`config.mk`:
```
export PLATFORM = sky130hd
export DESIGN_NAME = button_event_decoder
export DESIGN_NICKNAME = d
export VERILOG_FILES = /design/src/rtl/button_pkg.sv /design/src/rtl/button_event_decoder_edge_detect.sv /design/src/rtl/button_event_decoder.sv
export SDC_FILE = /design/constraint.sdc
export NUM_CORES = 1
export LEC_CHECK = 0
export BUFFER_PORTS_ARGS = -buffer_cell sky130_fd_sc_hd__buf_2
export CAP_MARGIN = 15
export CORE_ASPECT_RATIO = 0.5
export CORE_UTILIZATION = 35
export DETAILED_ROUTE_END_ITERATION = 7
export GPL_TIMING_DRIVEN = 0
export PLACE_DENSITY = 0.58
export RECOVER_POWER = 25
export SYNTH_ARGS = -nofsm -noshare
export SYNTH_HDL_FRONTEND = slang
export SYNTH_SLANG_ARGS = --single-unit
```
`constraint.sdc`:
```
create_clock -name clk -period 2.4 [get_ports clk]
set_input_delay 0.6 -clock clk [delete_from_list [all_inputs] [get_ports clk]]
set_output_delay 0.6 -clock clk [all_outputs]
set_load 0.01 [all_outputs]
```
`src/rtl/button_pkg.sv`:
```
// Shared button types and default 50 MHz timing constants for the button event decoder.
package button_pkg;

  typedef enum logic [1:0] {
    IDLE        = 2'd0,
    PRESSED     = 2'd1,
    WAIT_SECOND = 2'd2,
    HOLD        = 2'd3
  } btn_state_t;

  localparam int BTN_LONG_CYCLES   = 50_000_000;
  localparam int BTN_DBL_CYCLES    = 15_000_000;
  localparam int BTN_REPEAT_CYCLES = 10_000_000;

endpackage

```
`src/rtl/button_event_decoder_edge_detect.sv`:
```
// Registers a synchronous level and produces same-cycle and registered rise/fall indications.
module edge_detect (
  input  logic clk,
  input  logic rst_n,
  input  logic sig_i,
  output logic rise_o,
  output logic fall_o,
  output logic rise_q_o,
  output logic fall_q_o
);

  logic sig_q;
  logic rise_q;
  logic fall_q;

  assign rise_o   = sig_i & ~sig_q;
  assign fall_o   = ~sig_i & sig_q;
  assign rise_q_o = rise_q;
  assign fall_q_o = fall_q;

  always_ff @(posedge clk or negedge rst_n) begin
    if (!rst_n) begin
      sig_q  <= 1'b0;
      rise_q <= 1'b0;
      fall_q <= 1'b0;
    end else begin
      sig_q  <= sig_i;
      rise_q <= rise_o;
      fall_q <= fall_o;
    end
  end

endmodule

```
`src/rtl/button_event_decoder.sv`:
```
// Classifies a debounced button level into press/release/short/long/double-click pulses.
// Optional auto-repeat while long-held is enabled by defining BUTTON_EVENT_REPEAT_EN.
module button_event_decoder
  import button_pkg::*;
#(
  parameter int LONG_CYCLES   = BTN_LONG_CYCLES,
  parameter int DBL_CYCLES    = BTN_DBL_CYCLES,
  parameter int CNT_W         = 26,
  parameter int REPEAT_CYCLES = BTN_REPEAT_CYCLES
) (
  input  logic clk,
  input  logic rst_n,
  input  logic pb_state,
  output logic press_pulse,
  output logic release_pulse,
  output logic short_press,
  output logic long_press,
  output logic double_click,
  output logic busy
`ifdef BUTTON_EVENT_REPEAT_EN
  ,
  output logic repeat_pulse
`endif
);

  localparam logic [CNT_W-1:0] LONG_LAST = CNT_W'(LONG_CYCLES - 1);
  localparam logic [CNT_W-1:0] DBL_LAST  = CNT_W'(DBL_CYCLES - 1);

  function automatic logic [CNT_W-1:0] sat_inc(input logic [CNT_W-1:0] v);
    return (&v) ? v : v + 1'b1;
  endfunction

  logic       rise;
  logic       fall;
  btn_state_t state_q, state_d;
  logic [CNT_W-1:0] cnt_q, cnt_d;
  logic short_q, short_d;
  logic long_q, long_d;
  logic dbl_q, dbl_d;
  logic busy_q;

  edge_detect u_edge (
    .clk      (clk),
    .rst_n    (rst_n),
    .sig_i    (pb_state),
    .rise_o   (rise),
    .fall_o   (fall),
    .rise_q_o (press_pulse),
    .fall_q_o (release_pulse)
  );

`ifdef BUTTON_EVENT_REPEAT_EN
  localparam logic [CNT_W-1:0] REP_LAST = CNT_W'(REPEAT_CYCLES - 1);
  logic rep_arm_q, rep_arm_d;
  logic rep_q, rep_d;
`endif

  always_comb begin
    state_d = state_q;
    cnt_d   = sat_inc(cnt_q);
    short_d = 1'b0;
    long_d  = 1'b0;
    dbl_d   = 1'b0;
`ifdef BUTTON_EVENT_REPEAT_EN
    rep_arm_d = rep_arm_q;
    rep_d     = 1'b0;
`endif
    case (state_q)
      IDLE: begin
        cnt_d = '0;
        if (rise) state_d = PRESSED;
      end
      PRESSED: begin
        // A release landing on the expiry cycle wins over long_press.
        if (fall) begin
          state_d = WAIT_SECOND;
          cnt_d   = '0;
        end else if (cnt_q == LONG_LAST) begin
          long_d  = 1'b1;
          state_d = HOLD;
          cnt_d   = '0;
`ifdef BUTTON_EVENT_REPEAT_EN
          rep_arm_d = 1'b1;
`endif
        end
      end
      WAIT_SECOND: begin
        if (rise) begin
          dbl_d   = 1'b1;
          state_d = HOLD;
          cnt_d   = '0;
`ifdef BUTTON_EVENT_REPEAT_EN
          rep_arm_d = 1'b0;
`endif
        end else if (cnt_q == DBL_LAST) begin
          short_d = 1'b1;
          state_d = IDLE;
          cnt_d   = '0;
        end
      end
      HOLD: begin
        if (fall) begin
          state_d = IDLE;
          cnt_d   = '0;
        end
`ifdef BUTTON_EVENT_REPEAT_EN
        else if (rep_arm_q && cnt_q == REP_LAST) begin
          rep_d = 1'b1;
          cnt_d = '0;
        end
`endif
      end
      default: begin
        state_d = IDLE;
        cnt_d   = '0;
      end
    endcase
  end

  always_ff @(posedge clk or negedge rst_n) begin
    if (!rst_n) begin
      state_q <= IDLE;
      cnt_q   <= '0;
      short_q <= 1'b0;
      long_q  <= 1'b0;
      dbl_q   <= 1'b0;
      busy_q  <= 1'b0;
    end else begin
      state_q <= state_d;
      cnt_q   <= cnt_d;
      short_q <= short_d;
      long_q  <= long_d;
      dbl_q   <= dbl_d;
      busy_q  <= (state_d != IDLE);
    end
  end

`ifdef BUTTON_EVENT_REPEAT_EN
  always_ff @(posedge clk or negedge rst_n) begin
    if (!rst_n) begin
      rep_arm_q <= 1'b0;
      rep_q     <= 1'b0;
    end else begin
      rep_arm_q <= rep_arm_d;
      rep_q     <= rep_d;
    end
  end

  assign repeat_pulse = rep_q;
`endif

  assign short_press  = short_q;
  assign long_press   = long_q;
  assign double_click = dbl_q;
  assign busy         = busy_q;

endmodule

```
# Word level (Yosys, flattened, before mapping)
# Cells that the tools add are included.
[word_totals]
reg_bits = 35
output_inout_bits = 6
[op_classes]
eq_ne = 5
reduce_logical = 3
mux = 22
n_addsub = 1
bitwise_logic = 4
[ops]
columns = ["cell", "count"]
rows = [
  ["$mux 26", 6],
  ["$pmux 26 s4", 1],
  ["$add 26x1->26 const B", 1],
  ["$eq 26x24->1 const B", 1],
  ["$eq 26x26->1 const B", 1],
  ["$reduce_and 26->1", 1],
  ["$mux 2", 6],
  ["$mux 1", 8],
  ["$pmux 2 s4", 1],
  ["$eq 2x2->1 const B", 2],
  ["$and 1x1->1", 2],
  ["$eq 2x1->1 const B", 1],
  ["$logic_not 2->1", 1],
  ["$not 1->1", 2],
  ["$reduce_bool 2->1", 1],
]

# Longest topological paths before layout
# Gate-level depths: netlist of the first run.
[depth]
word_depth = 5
ltp_mapped = 7
depth_no_buf = 6

# Cells and area by module
# A second synthesis of the first run with hierarchy kept.
[hier_totals]
hier_cells = 201
area_unflattened_um2 = 1893.1
[modules_own_cells]
columns = ["module", "cells_each", "n_inst", "seq_area_each_um2", "area_each_um2"]
rows = [
  ["button_event_decoder", 196, 1, 800.8, 1803.0],
  ["edge_detect", 5, 1, 75.1, 90.1],
]

# Least setup slack after synthesis of the first run
# OpenSTA, ideal clock, no wires.
[synth_timing]
kind = "flip-flop to flip-flop"
start = "reg cnt_q[9]"
end = "reg cnt_q[21]"
slack_ns = 0.418
synth_period_minus_slack_ns = 1.982
stages_incl_launch_ff = 7
t_arrival_ns = 1.852
cell_sequence = "dfrtp_1 > or4_4 > nor4_4 > nand4_2 > a31oi_4 > buf_6 > a21oi_1"
[synth_via]
elab_chain_len = 5
elab_cells_between_ends = 11
[synth_rtl]
columns = ["item", "line", "rtl"]
rows = [
  ["from (decl)", "button_event_decoder.sv:36", "logic [CNT_W-1:0] cnt_q, cnt_d;"],
  ["from (signal assigned)", "button_event_decoder.sv:130", "cnt_q <= cnt_d;"],
  ["$add 26x1->26 / $reduce_and 26->1 (equally long branches)", "button_event_decoder.sv:30", "return (&v) ? v : v + 1'b1;"],
  ["$mux 26", "button_event_decoder.sv:30", ""],
  ["$mux 26, on equally long branches", "button_event_decoder.sv:95, button_event_decoder.sv:78", ""],
  ["$mux 26, on equally long branches", "button_event_decoder.sv:88, button_event_decoder.sv:75", ""],
  ["$pmux 26 s4 *", "button_event_decoder.sv:68", "case (state_q)"],
  ["named net cnt_d[21]", "button_event_decoder.sv:36", ""],
]
# Mark *: on every way through the listed nets, which the timed path passes. The rest lies on a longest branch.

# Worst setup path in the final report of the first run
[layout_timing]
start = "reg cnt_q[9]"
end = "reg cnt_q[15]"
# The elaborated chain is that of the path after synthesis.

==> metrics.txt, run 1 <==
status=finished clean; largest net degree at the start of global routing=36; setup TNS=0 ns; GRT Residual Overflow=0; detailed placement HPWL=3.00 mm; final WL=4.31 mm; end of the critical path=cnt_q[15]; DRC errors left=0; Distinct cells, synth=36; first drt pass iteration count=4; Final Hold Fails=0; final net count=218; Clock Tree Buf Depth=2; clk slew on worst S/H paths=0.08 ns; # setup viols final=0; Seq cells post-synth=35; die height=54.6 um; starting density of the core=37.8%; max incr delay on CP=0.54 ns; critical path class=reg -> reg; post-synth net total=203; vias in the first global route=1421; fin worst setup slack=0.110 ns; leakage power=0.000842 uW; routed vias=1567; Vias/cell=5.50; Iteration-0 DRC Markers=116; Area Growth Syn to Fin=11.4%; IO Count=9; WP data required=2.56 ns; die width=107 um; power per cell area=565 nW/um^2; post-synthesis cell area=1930 sq um; CTS tree=done; H-tree depth=2; CTS root buf=clkbuf_8; FF-to-FF path depth=6; TritonCTS Buffers=5; # port buffers=8; Slew @ Worst Pin=0.887 ns; first-pass GRT wire length=7.14 mm; GRT Resource Usage Total=16.5%; row count=18; Sink Count=35; Hold/Removal Path Class=in -> async; min cycle time layout=2.29 ns; critical path fanouts, max=10; Detail Route Antenna Nets=0; clk_lat worst skew=0.29 ns; ANT cells=0; worst slack, placed=0.110 ns; CP Capture Type=register; initial antenna violation count=0; Data arrival, critical path=2.45 ns; Worst Setup SP=cnt_q[9]; RSZ-0062 raised after global routing=no; Die ar.=5840 sq um; fill count=491; GP Congestion=0.761; reg-to-reg startpoint=cnt_q[9]; commonest cells after routing, fill and taps aside=35 x dfrtp_1, 20 x nor2_1, 15 x a21oi_1; routed len/inst=15.1 um; r2r setup slk=0.11 ns; r2r endpoint=cnt_q[15]; Slowest-stage cell, CP=or4_4; Layout Skew=0.00908 ns; period utilisation layout=95.4%; f_max=0.437 GHz; setup repair bufs after CTS=0; ratio of cells with drive above 1 in the final layout=13.5%; core area=5110 sq um; Post-Syn Area per Cell=9.71 sq um; max-cap viol count=0; CP Launch Type=register; Synth warnings=0; Slew Limit Headroom=40.9%; Seq/Total Area, Yosys=45.3%; Cells after Synth=199; cells along the critical path=or4_4 -> nor4_4 -> nand4_2 -> a31oi_4 -> buf_6 -> a21oi_1; commonest non-fill, non-tap cell in the layout=dfrtp_1; Max Slew Vio Count=0; Max VDD drop=237 uV
registers in the layout (all words and copies together), names as in the netlist:
signal	count
cnt_q	26
state_q	2
busy	1
double_click	1
long_press	1
short_press	1
u_edge.fall_q_o	1
u_edge.rise_q_o	1
u_edge.sig_q	1
worst min path at each step:
stage,startpoint,endpoint,slack [ns],cells after the start
4_1_cts,rst_n,cnt_q[20],0.42,1
3_3_place_gp,u_edge.sig_q,state_q[0],0.50,1
2_1_floorplan,rst_n,busy,0.30,0
6_report,rst_n,cnt_q[20],0.42,1
5_1_grt,rst_n,cnt_q[20],0.50,1
3_5_place_dp,u_edge.sig_q,u_edge.rise_q_o,0.51,1
kinds of logic (layout without fill, tap and decap cells):
kind of cell | Yosys count | in the layout | synth area share (%)
buf+inv | 17 | 33 | 4.40
compound gates | 36 | 36 | 13.5
simple gates | 96 | 96 | 29.8
xor+xnor | 14 | 14 | 6.34
fa+ha+maj | 1 | 1 | 0.647
flops | 35 | 35 | 45.3
worst max-delay path, delay by kind of cell, from the launching register on:
| kind | cells | cell delay [ns] |
|---|---|---|
| compound gates | 2 | 0.44 |
| buf+inv | 1 | 0.22 |
| flops | 1 | 0.44 |
| simple gates | 3 | 1.06 |
metal layers:
metal / up-vias / GRT usage, % / wire (um)
met5: - / 0 / 0
met2: 33 / 24.0 / 1790
li1: 771 / - / -
met4: 0 / 6.39 / 67
met3: 6 / 4.88 / 170
met1: 757 / 23.1 / 2280
cells in the mapped netlist:
cell	number	share of area (%)
or4_1	7	2.7
nand3_1	10	2.6
nand4_1	7	2.3
or4_4	1	0.58
nor4_1	3	0.97
nor4_4	1	1.1
o22ai_1	1	0.32
inv_1	7	1.4
or3_1	2	0.65
o21ai_0	4	1.0
nor4_2	1	0.65
xnor2_1	14	6.3
buf_2	5	1.3
and3_1	6	1.9
nand4_2	2	1.3
dfrtp_1	35	45
a41oi_1	1	0.45
nor3b_1	3	1.2
nor2b_1	2	0.65
nor3_1	7	1.8
a211oi_1	3	1.2
nor4b_1	3	1.4
buf_6	2	1.2
nand2_1	12	2.3
a21oi_1	15	3.9
a311oi_1	4	1.8
clkbuf_1	3	0.58
a31oi_4	1	1.1
and2_1	2	0.65
o41ai_4	1	1.4
nor2_1	20	3.9
o31ai_1	6	2.3
ha_1	1	0.65
nand4b_1	2	0.91
and2_4	1	0.45
and4_1	4	1.8
through the flow:
stage	utilization [%]	total power, uW	hold slack [ns]	instances	instance area [sq um]
global route	42.1	1280	0.503	285	2150
detailed placement	40.3	805	0.507	277	2060
global placement	40.3	801	0.501	277	2060
floorplan	-	750	0.304	199	1930
finish	42.1	1220	0.420	285	2150
CTS	42.0	1230	0.423	285	2150
where the power goes:
part	switching, uW	total (uW)	internal, uW
Combinational	109	165	56.5
Clock	221	424	203
Sequential	14.6	628	613
Total	344	1220	873
layout make-up:
type	count	area, sq um	area share (%)
buffer	10	58.8	2.73
clock buffer	6	72.6	3.37
clock inverter	2	12.5	0.581
inverter	7	26.3	1.22
multi-input combinational	147	981	45.6
sequential	35	876	40.7
tap	70	87.6	4.07
timing repair buffer	8	38.8	1.80
repair_timing:
| item | CTS | global route |
|---|---|---|
| endpoints found under the setup margin | 0 | 6 |
| hold buffers | 0 | 0 |
| gates resized for setup | 0 | 1 |
Note: power is estimated with default switching activity, not from simulation.
==> inputs of run 2 (changes only) <==
- SYNTH_HIERARCHICAL: default -> 1
==> metrics.txt, run 2 <==
status=finished clean; Vias/cell=5.52; f_max=0.426 GHz; first drt pass iteration count=4; asr flop ratio synth=100%; power per cell area=682 nW/um^2; Distinct cells, synth=40; Max Slew Vio Count=0; die height=54.0 um; GRT Resource Usage Total=17.4%; Largest Register=cnt_q; Cells after Synth=201; die width=106 um; routed vias=1602; Layout Skew=0.00830 ns; Seq cells post-synth=35; starting density of the core=37.4%; Slowest-stage cell, CP=or4_1; post-route insts no fill=290; Regs by FF count=cnt_q (26), state_q (2); Detail Route Antenna Nets=0; Synth warnings=6; cell accounting for the most synthesized area=dfrtp_1; ANT cells=0; # port buffers=8; Slew @ Worst Pin=0.883 ns; CP Capture Type=register; final net count=223; commonest cells after routing, fill and taps aside=35 x dfrtp_1, 30 x nor2_1, 15 x xnor2_1; first-pass GRT wire length=7.42 mm; share of the synthesized area in the top cell type=46.3%; hold_buf cts=0; clk_lat worst skew=0.29 ns; post-synthesis cell area=1890 sq um; Clock Tree Buf Depth=2; Area Growth Syn to Fin=16.0%; Final Hold Fails=0; largest net degree at the start of global routing=36; WL met1=2.21 mm; Seq/Total Area, Yosys=46.3%; Iteration-0 DRC Markers=97; TritonCTS Buffers=5; max incr delay on CP=0.59 ns; CTS tree=done; ys flop type=dfrtp_1; max-cap viol count=0; Final Power=1500 uW; row count=18; met3 wire length=245 um; post-synth net total=205; # setup viols final=0; IO Count=9; final worst hold slack=0.406 ns; routed len/inst=15.5 um; clk slew on worst S/H paths=0.08 ns; Hold/Removal Path Class=in -> async; leakage power=0.000869 uW; period utilisation layout=97.7%; GRT Residual Overflow=0; final WL=4.50 mm; DP Cell Count=279; top post-synthesis cells by count=35 x dfrtp_1, 30 x nor2_1, 15 x xnor2_1; vias in the first global route=1519; Die ar.=5720 sq um; H-tree depth=2; cells along the critical path=or4_1 -> nor4_2 -> nand4_1 -> a22oi_4 -> buf_6 -> nor2_1; DR top layer=met4; Slew Limit Headroom=41.1%; WP data required=2.58 ns; CTS root buf=clkbuf_8; Sink Count=35; ratio of cells with drive above 1 in the final layout=13.2%; max reg flops=26; Data arrival, critical path=2.53 ns; Max VDD drop=289 uV; routed length on met2=1.95 mm; commonest non-fill, non-tap cell in the layout=dfrtp_1; min cycle time layout=2.35 ns; top-count cell post-synth=dfrtp_1; Final Core Density=43.3%; CP Launch Type=register; GP Congestion=0.896; DRC errors left=0; top area cells in the synthesized netlist=dfrtp_1 46%, xnor2_1 6.9%, nor2_1 5.9%; initial antenna violation count=0; detailed placement HPWL=3.01 mm; Post-synth EDFFs=0; critical path fanouts, max=10; Post-Syn Area per Cell=9.42 sq um; core area=5070 sq um; critical path class=reg -> reg
run 2: cell count changes after synthesis, sizes merged, moves of 4 or more:
cell / delta
buf: -4
a311oi: -4
o31ai: -5
nor2: +10
or4: -4
and4: -4
nor4: +7
a21oi: -9
run 2: worst max-delay path, delay by kind of cell (launching register included):
kind,cells,cell delay [ns]
compound gates,1,0.32
buf+inv,1,0.20
flops,1,0.47
simple gates,4,1.25
run 2: path summary, 6_finish.rpt:
kind / cells after the start / to / slack, ns / start
worst max-delay path: 6 / cnt_q[0] / 0.05 / cnt_q[16]
worst min-delay path: 1 / cnt_q[12] / 0.41 / rst_n
min in group clk: 1 / u_edge/sig_q / 0.44 / pb_state
worst min register to register: 1 / u_edge/rise_q_o / 0.48 / u_edge/sig_q
max in group asynchronous: 1 / state_q[1] / 1.43 / rst_n
worst max register to register: 6 / cnt_q[0] / 0.05 / cnt_q[16]
run 2: final cells by class:
type / count / area (sq um)
Fill cell: 500 / 2870
Timing Repair Buffer: 12 / 68.8
Clock inverter: 3 / 67.6
Clock buffer: 5 / 68.8
Inverter: 5 / 18.8
Multi-Input combinational cell: 152 / 962
Buffer: 8 / 46.3
Tap cell: 70 / 87.6
Sequential cell: 35 / 876
run 2: metal layers:
metal / GRT usage (%) / vias up
met1: 23.2 / 775
li1: - / 763
met2: 28.3 / 50
met5: 0 / -
met3: 3.75 / 14
met4: 6.25 / 0
run 2: metrics by stage:
step / TNS [ns] / area, sq um / setup WS, ns
final: 0 / 2200 / 0.0545
after global routing: -0.325 / 2200 / -0.0323
after CTS: 0 / 2170 / 0.0425
after detailed placement: -0.837 / 2020 / -0.0485
after global placement: -1.69 / 2020 / -0.0930
after floorplan: 0 / 1890 / 0.346
run 2: kinds of logic (layout without fill, tap and decap cells):
| logic type | count (synthesis) | in the layout | synth area share, % |
|---|---|---|---|
| fa+ha+maj | 1 | 1 | 0.661 |
| mux | 2 | 2 | 1.06 |
| buf+inv | 14 | 33 | 3.63 |
| flops | 35 | 35 | 46.3 |
| xor+xnor | 18 | 18 | 8.33 |
| compound gates | 27 | 27 | 10.1 |
| simple gates | 104 | 104 | 29.9 |
run 2: report_power, final:
| group | switching (uW) | internal, uW | leakage (uW) | total, uW |
|---|---|---|---|---|
| Combinational | 111 | 79.6 | 0.000331 | 191 |
| Sequential | 38.3 | 627 | 0.000474 | 666 |
| Clock | 226 | 414 | 0.0000644 | 641 |
| Total | 376 | 1120 | 0.000869 | 1500 |
run 2: timing repair:
action	4_1_cts	5_1_grt
setup endpoints to repair	20	26
resized for setup	0	2
buffers inserted	2	2
pin swaps	1	3
